$ cat src/rtl/crack_dispatch.sv
// Splits the candidate space 0..MAX_PASS-1 across NUM_ENG engines and collects the first match.
// Define CRACK_DISPATCH_TIMER_EN to enable the elapsed-millisecond BCD counter.
module crack_dispatch #(
   parameter int unsigned     NUM_ENG      = 2,
   parameter int unsigned     PASS_W       = 32,
   parameter longint unsigned MAX_PASS     = 64'd2576980378,
   parameter int unsigned     TICKS_PER_MS = 100000,
   parameter int unsigned     BCD_DIGITS   = 7
) (
   input  logic                      clk,
   input  logic                      reset_n,
   input  logic                      start,
   input  logic                      abort,
   output logic                      eng_start,
   output logic                      eng_abort,
   output logic [NUM_ENG*PASS_W-1:0] eng_low,
   output logic [NUM_ENG*PASS_W-1:0] eng_high,
   input  logic [NUM_ENG-1:0]        eng_done,
   input  logic [NUM_ENG-1:0]        eng_found,
   input  logic [NUM_ENG*PASS_W-1:0] eng_pass,
   output logic                      busy,
   output logic                      done,
   output logic                      found,
   output logic [PASS_W-1:0]         pass,
   output logic [$clog2(NUM_ENG):0]  found_idx,
   output logic [4*BCD_DIGITS-1:0]   elapsed_bcd
);

   localparam int unsigned     IDX_W = $clog2(NUM_ENG) + 1;
   localparam longint unsigned SPLIT = (MAX_PASS + 64'(NUM_ENG) - 64'd1) / 64'(NUM_ENG);
   localparam longint unsigned LAST  = MAX_PASS - 64'd1;

   localparam logic [1:0] IDLE = 2'd0;
   localparam logic [1:0] LOAD = 2'd1;
   localparam logic [1:0] RUN  = 2'd2;
   localparam logic [1:0] DONE = 2'd3;

   logic [1:0]                state_q;
   logic [NUM_ENG*PASS_W-1:0] range_low, range_high;
   logic [PASS_W-1:0]         sel_pass;
   logic [IDX_W-1:0]          sel_idx;
   logic                      any_found, all_done;

   // Engines past the end of the space get a degenerate range at the last candidate
   for (genvar i = 0; i < NUM_ENG; i++) begin : g_range
      localparam longint unsigned LO     = SPLIT * 64'(i);
      localparam longint unsigned HI_RAW = SPLIT * 64'(i + 1) - 64'd1;
      localparam longint unsigned HI     = (HI_RAW > LAST) ? LAST : HI_RAW;
      assign range_low[i*PASS_W +: PASS_W]  = PASS_W'((LO > LAST) ? LAST : LO);
      assign range_high[i*PASS_W +: PASS_W] = PASS_W'(HI);
   end

   // Status is ignored during the launch cycle, while engines are still clearing
   assign any_found = !eng_start && (|eng_found);
   assign all_done  = !eng_start && (&eng_done);

   always_comb begin
      sel_pass = '0;
      sel_idx  = '0;
      for (int i = NUM_ENG - 1; i >= 0; i--) begin
         if (eng_found[i]) begin
            sel_pass = eng_pass[i*PASS_W +: PASS_W];
            sel_idx  = IDX_W'(i);
         end
      end
   end

   always_ff @(posedge clk) begin
      if (!reset_n) begin
         state_q   <= IDLE;
         eng_start <= 1'b0;
         eng_abort <= 1'b0;
         eng_low   <= '0;
         eng_high  <= '0;
         done      <= 1'b0;
         found     <= 1'b0;
         pass      <= '0;
         found_idx <= '0;
      end else begin
         eng_start <= 1'b0;
         eng_abort <= 1'b0;
         case (state_q)
            IDLE, DONE: begin
               if (start) state_q <= LOAD;
            end
            LOAD: begin
               eng_low   <= range_low;
               eng_high  <= range_high;
               done      <= 1'b0;
               found     <= 1'b0;
               pass      <= '0;
               found_idx <= '0;
               eng_start <= 1'b1;
               state_q   <= RUN;
            end
            RUN: begin
               if (any_found) begin
                  pass      <= sel_pass;
                  found_idx <= sel_idx;
                  found     <= 1'b1;
                  done      <= 1'b1;
                  eng_abort <= 1'b1;
                  state_q   <= DONE;
               end else if (all_done) begin
                  done    <= 1'b1;
                  state_q <= DONE;
               end else if (abort) begin
                  eng_abort <= 1'b1;
                  state_q   <= IDLE;
               end
            end
            default: state_q <= IDLE;
         endcase
      end
   end

   assign busy = (state_q == LOAD) || (state_q == RUN);

`ifdef CRACK_DISPATCH_TIMER_EN
   localparam int unsigned PRE_W = (TICKS_PER_MS > 1) ? $clog2(TICKS_PER_MS) : 1;

   logic [PRE_W-1:0]        presc_q;
   logic [4*BCD_DIGITS-1:0] bcd_q, bcd_inc;
   logic                    all_nines, carry;

   always_comb begin
      bcd_inc   = bcd_q;
      carry     = 1'b1;
      all_nines = 1'b1;
      for (int d = 0; d < BCD_DIGITS; d++) begin
         if (bcd_q[4*d +: 4] != 4'd9) all_nines = 1'b0;
         if (carry) begin
            if (bcd_q[4*d +: 4] == 4'd9) begin
               bcd_inc[4*d +: 4] = 4'd0;
            end else begin
               bcd_inc[4*d +: 4] = bcd_q[4*d +: 4] + 4'd1;
               carry             = 1'b0;
            end
         end
      end
   end

   always_ff @(posedge clk) begin
      if (!reset_n || state_q == LOAD) begin
         presc_q <= '0;
         bcd_q   <= '0;
      end else if (state_q == RUN) begin
         if (presc_q == PRE_W'(TICKS_PER_MS - 1)) begin
            presc_q <= '0;
            if (!all_nines) bcd_q <= bcd_inc;
         end else begin
            presc_q <= presc_q + PRE_W'(1);
         end
      end
   end

   assign elapsed_bcd = bcd_q;
`else
   assign elapsed_bcd = '0;
`endif

endmodule

$ cat config.mk
export PLATFORM = sky130hd
export DESIGN_NAME = crack_dispatch
export DESIGN_NICKNAME = d
export VERILOG_FILES = /design/src/rtl/crack_dispatch.sv
export SDC_FILE = /design/constraint.sdc
export NUM_CORES = 1
export LEC_CHECK = 0
export ABC_AREA = 1
export BUFFER_PORTS_ARGS = -buffer_cell sky130_fd_sc_hd__clkbuf_2
export CORE_AREA = 2 2 103 105
export CTS_CLUSTER_DIAMETER = 100
export DETAILED_ROUTE_END_ITERATION = 10
export DIE_AREA = 0 0 105 107
export GPL_TIMING_DRIVEN = 0
export PLACE_DENSITY = 0.69
export REMOVE_ABC_BUFFERS = 1
export SETUP_SLACK_MARGIN = 0.4
export SYNTH_ARGS = -nofsm -noshare
export SYNTH_HDL_FRONTEND = slang
export SYNTH_SLANG_ARGS = --single-unit
$ cat constraint.sdc
create_clock -name clk -period 4.1 [get_ports clk]
set_input_delay 0.205 -clock clk [delete_from_list [all_inputs] [get_ports clk]]
set_output_delay 0.205 -clock clk [all_outputs]
set_load 0.05 [all_outputs]
---- Yosys cells after proc, flatten, opt, wreduce, memory -nomap -nowiden ----
Cells that the tools add are included.
word-level totals
  register bits after elaboration ......... 42
  logic and storage cells ................. 51
  bits of input ports ..................... 72
  output and inout port bits .............. 195
cells by class
  reduce and logical (&&, ||, !) cells .... 13
  eq/ne operators ......................... 7
  muxes and demuxes ....................... 22
operators with widths
  cell                count
  $mux 32             3
  $pmux 32 s2         1
  $mux 2              6
  $reduce_and 2->1    5
  $mux 1              8
  $pmux 2 s3          1
  $eq 2x2->1 const B  2
  $ne 2x2->1 const B  2
  $ne 4x4->1 const B  1
  $pmux 1 s2          2
  $pmux 2 s2          1
  $reduce_or 2->1     2
  $ne 3x3->1 const B  1
  $eq 2x1->1 const B  1
  $logic_and 1x1->1   2
  $logic_not 2->1     1
  $reduce_bool 2->1   1
  $logic_not 1->1     1
  $logic_or 1x1->1    1

---- Logic depth before layout (Yosys ltp) ----
  depth after elaboration ................. 5
  gate-level depth with buffers ........... 9
  gate-level depth less buffers ........... 9

---- Worst setup path after synthesis ----
Ideal clock, no wire load.
  path type ............................... reg2out
  from .................................... register eng_low[32] (netlist name)
  to ...................................... output eng_high[10]
  path buffers ............................ 1
  data required time ...................... 3.895 ns
  slack ................................... 2.163 ns
  arrival time ............................ 1.732 ns
  cell stages (with the launch flop) ...... 2
  cells stage by stage .................... dfxtp_1 > buf_4
RTL lines
  item       line  text
  to (decl)  17    output logic [NUM_ENG*PASS_W-1:0] eng_high,

---- Worst setup path after layout ----
  from .................................... register state_q[0]
  to ...................................... register pass[27]
on the way
  word-level cells in the longest chain between the ends .. 3
  elaborated cells on any way between the ends .. 6
  classes of those cells .................. eq/ne: 3; mux: 1; reduce/logical: 2
ends and longest elaborated chain
  item                                                                     line  text
  from (decl)                                                              38    logic [1:0] state_q;
  from (signal assigned)                                                   70    state_q <= IDLE;
  from (signal assigned)                                                   84    if (start) state_q <= LOAD;
  from (signal assigned)                                                   94    state_q <= RUN;
  $eq 2x2->1 / $eq 2x1->1 (equally long branches)                          82    case (state_q)
  $ne 2x2->1 (no source line) / $reduce_bool 2->1 (equally long branches)  --
  $reduce_and 2->1 (no source line)                                        --
  to (signal assigned)                                                     98    pass <= sel_pass;
  to (decl)                                                                24    output logic [PASS_W-1:0] pass,
Parallel ways exist; a longest one is shown, timed or not.
A chain may end at the register's enable or synchronous reset.

==> impl_metrics.tcl <==
set metrics [dict create \
    ios 267 \
    drcViolationCount 0 \
    dieArea_um2 11200 \
    swShare 0.580 \
    syn_area_um2 3340 \
    setup_viol 0 \
    synth_seq_cells 40 \
    seqPwrFrac 0.230 \
    critPathMaxStageDelay_ns 0.76 \
    dp_hpwl_mm 5.47 \
    startpoint_type "flip-flop" \
    cp_max_fo 30 \
    cts_tree "yes" \
    cts_hold_buf 0 \
    r2r_cells 8 \
    synth-edff-count 0 \
    reg2reg_slack_ns 0.92 \
    cts_buffers 5 \
    arrival_ns 3.32 \
    cap_violations 0 \
    netlist.area_leader.share 0.358 \
    switchingPower_uw 1110 \
    synth_cell_types 24 \
    leakage_uw 0.00179 \
    crit_path_frequent_cell "inv_1" \
    drt-pass1-iter-count 4 \
    cts.sinks 40 \
    min_period_ns 3.18 \
    grt_first_pass_wirelength_mm 11.7 \
    fin_nets 628 \
    ys_warn_count 0 \
    endpoint_kind "flip-flop" \
    finalCritPeriodShare 0.776 \
    grt_setup_unrepaired "false" \
    netlist_instances 463 \
    min_path_cells 3 \
    yosysTopAreaCell "buf_4" \
    p_int_uw 802 \
    cts-htree-levels 2 \
    area_delta_synth_final_pct 4.80 \
    cp_cell_sequence "inv_1, ha_1, inv_1, nand2_2, nand2_4, inv_1, nand2_1, a21oi_1" \
    portBuffers 156 \
    post-place-ws_ns 0.832 \
    grt_pass1_vias 2460 \
    wl_per_cell_um 11.2 \
    drt_iter0_drc 109 \
    ys_seq_area_frac 0.240 \
    clk_path_buf_depth 2 \
    dieHeight_um 107 \
    fin_ws_ns 0.917 \
    cts_root_buf "clkbuf_8" \
    required_ns 4.24 \
    slew_violations 0 \
    path_clk_slew_ns 0.08 \
    slew_headroom 0.191 \
    post_cts_buffers 0 \
    status "complete, no violations" \
    via_per_inst 4.10 \
    routabilityCongestion 0.714 \
    design.core.area_um2 10100 \
    hold_viol_final 0 \
    r2r_start "state_q[0]" \
    ys_top_cells_by_area "buf_4 36%, dfxtp_1 24%, nand2_1 9.9%, a21oi_1 8.1%, nand3_1 7.8%" \
    ant_nets 0 \
    placed_area_um2 3370 \
    vdd_ir_drop_max_uv 354 \
    clk_latency_ns 0.29 \
    post_cts_resized 0 \
    antennaDiodeCount 0 \
    ys_async_sr_fraction 0 \
    critPathBufInv 3 \
    path_delay_family "simple AND/OR/NAND/NOR gates" \
    stdcell_area_um2 3500 \
    initial_core_util 0.331 \
    antenna_found_initial 0 \
    grt_overflow 0 \
    grt_max_degree 49 \
    hold_path.class "input port to flip-flop" \
    num_rows 37 \
    wl_mm 7.71 \
    cp-startpoint "state_q[0]" \
    syn_area_per_cell_um2 7.20 \
    synth_flop_cell "dfxtp_1" \
    crit_type "flip-flop to flip-flop" \
    grtUsageTotal 0.129 \
    max_freq_mhz 314 \
    p_clk_frac 0.197 \
    synth_common_cells "159 x buf_4, 88 x nand2_1, 54 x a21oi_1, 52 x nand3_1, 40 x dfxtp_1" \
    crit_cells 8 \
    hold_path.startpoint "reset_n" \
    die_x_um 105 \
    drive_gt1_frac 0.341 \
    synthMostInstantiatedCell "buf_4" \
    skew_ns 0.0126 \
    vias 2830 \
    tightest_slew_ns 1.21 \
    combPwrFrac 0.573 \
    slowest_stage "inv_1" \
    power.density_nw_per_um2 546 \
]
tightest hold or removal path, delay by kind of cell:
family	cells	cell delay (ns)
AND/OR/NAND/NOR	2	0.12
buffers and inverters	1	0.13
cell families (layout without fill, tap and decap cells):
kind of cell,Yosys count,count (layout),share of synthesized area
buffers and inverters,196,178,0.415
and+or+nand+nor,158,158,0.222
AOI/OAI and AO/OA,66,66,0.114
DFF,40,40,0.240
adders and majority gates,2,2,0.00750
other,1,110,0.00112
placed cells by master, fill, tap and decap left out, drive strengths merged:
master / count
a21oi: 64
bufinv: 2
clkbuf: 161
clkinv: 1
conb: 110
dfxtp: 40
ha: 2
inv: 14
nand2: 91
nand3: 62
nor2: 3
nor3: 1
o21ai: 2
or2: 1
registers in the layout, summed over array words and instances (netlist names):
| signal | cells |
|---|---|
| eng_low | 1 |
| done | 1 |
| eng_abort | 1 |
| found | 1 |
| state_q | 2 |
| pass | 32 |
| found_idx | 1 |
| eng_start | 1 |
path summary, 6_finish.rpt:
path	endpoint
hold / removal	state_q[0]
setup reg to reg	pass[27]
setup / recovery	pass[27]
hold reg to reg	done
power groups by stage:
stage | clock network (µW) | registers, µW | logic, µW
global route | 408 | 445 | 1140
floorplan | 0 | 687 | 385
detailed placement | 0 | 449 | 1100
finish | 376 | 438 | 1090
CTS | 393 | 440 | 1100
global placement | 0 | 447 | 1100
stage by stage:
stage	utilization	total power, µW	instances	hold slack [ns]	setup TNS, ns
floorplan	-	1070	391	0.315	-553.47
global placement	0.334	1540	683	0.440	0
detailed placement	0.334	1550	683	0.444	0
CTS	0.346	1930	690	0.180	0
global route	0.346	2000	690	0.189	0
finish	0.346	1910	690	0.194	0
layer usage:
metal,GRT usage,up-vias,share of wire
li1,-,1402,-
met1,0.138,1260,0.39
met2,0.249,164,0.51
met3,0.0328,4,0.092
met4,0.0324,0,0.0064
met5,0,-,0
cell type report:
type	count	area [µm²]
inverter	15	56.3
clock inverter	2	60.1
timing repair buffer	156	781
tap	136	170
fill	1130	6600
clock buffer	5	68.8
sequential	40	801
multi-input combinational	336	1560
Power figures use the tool's default switching activity.
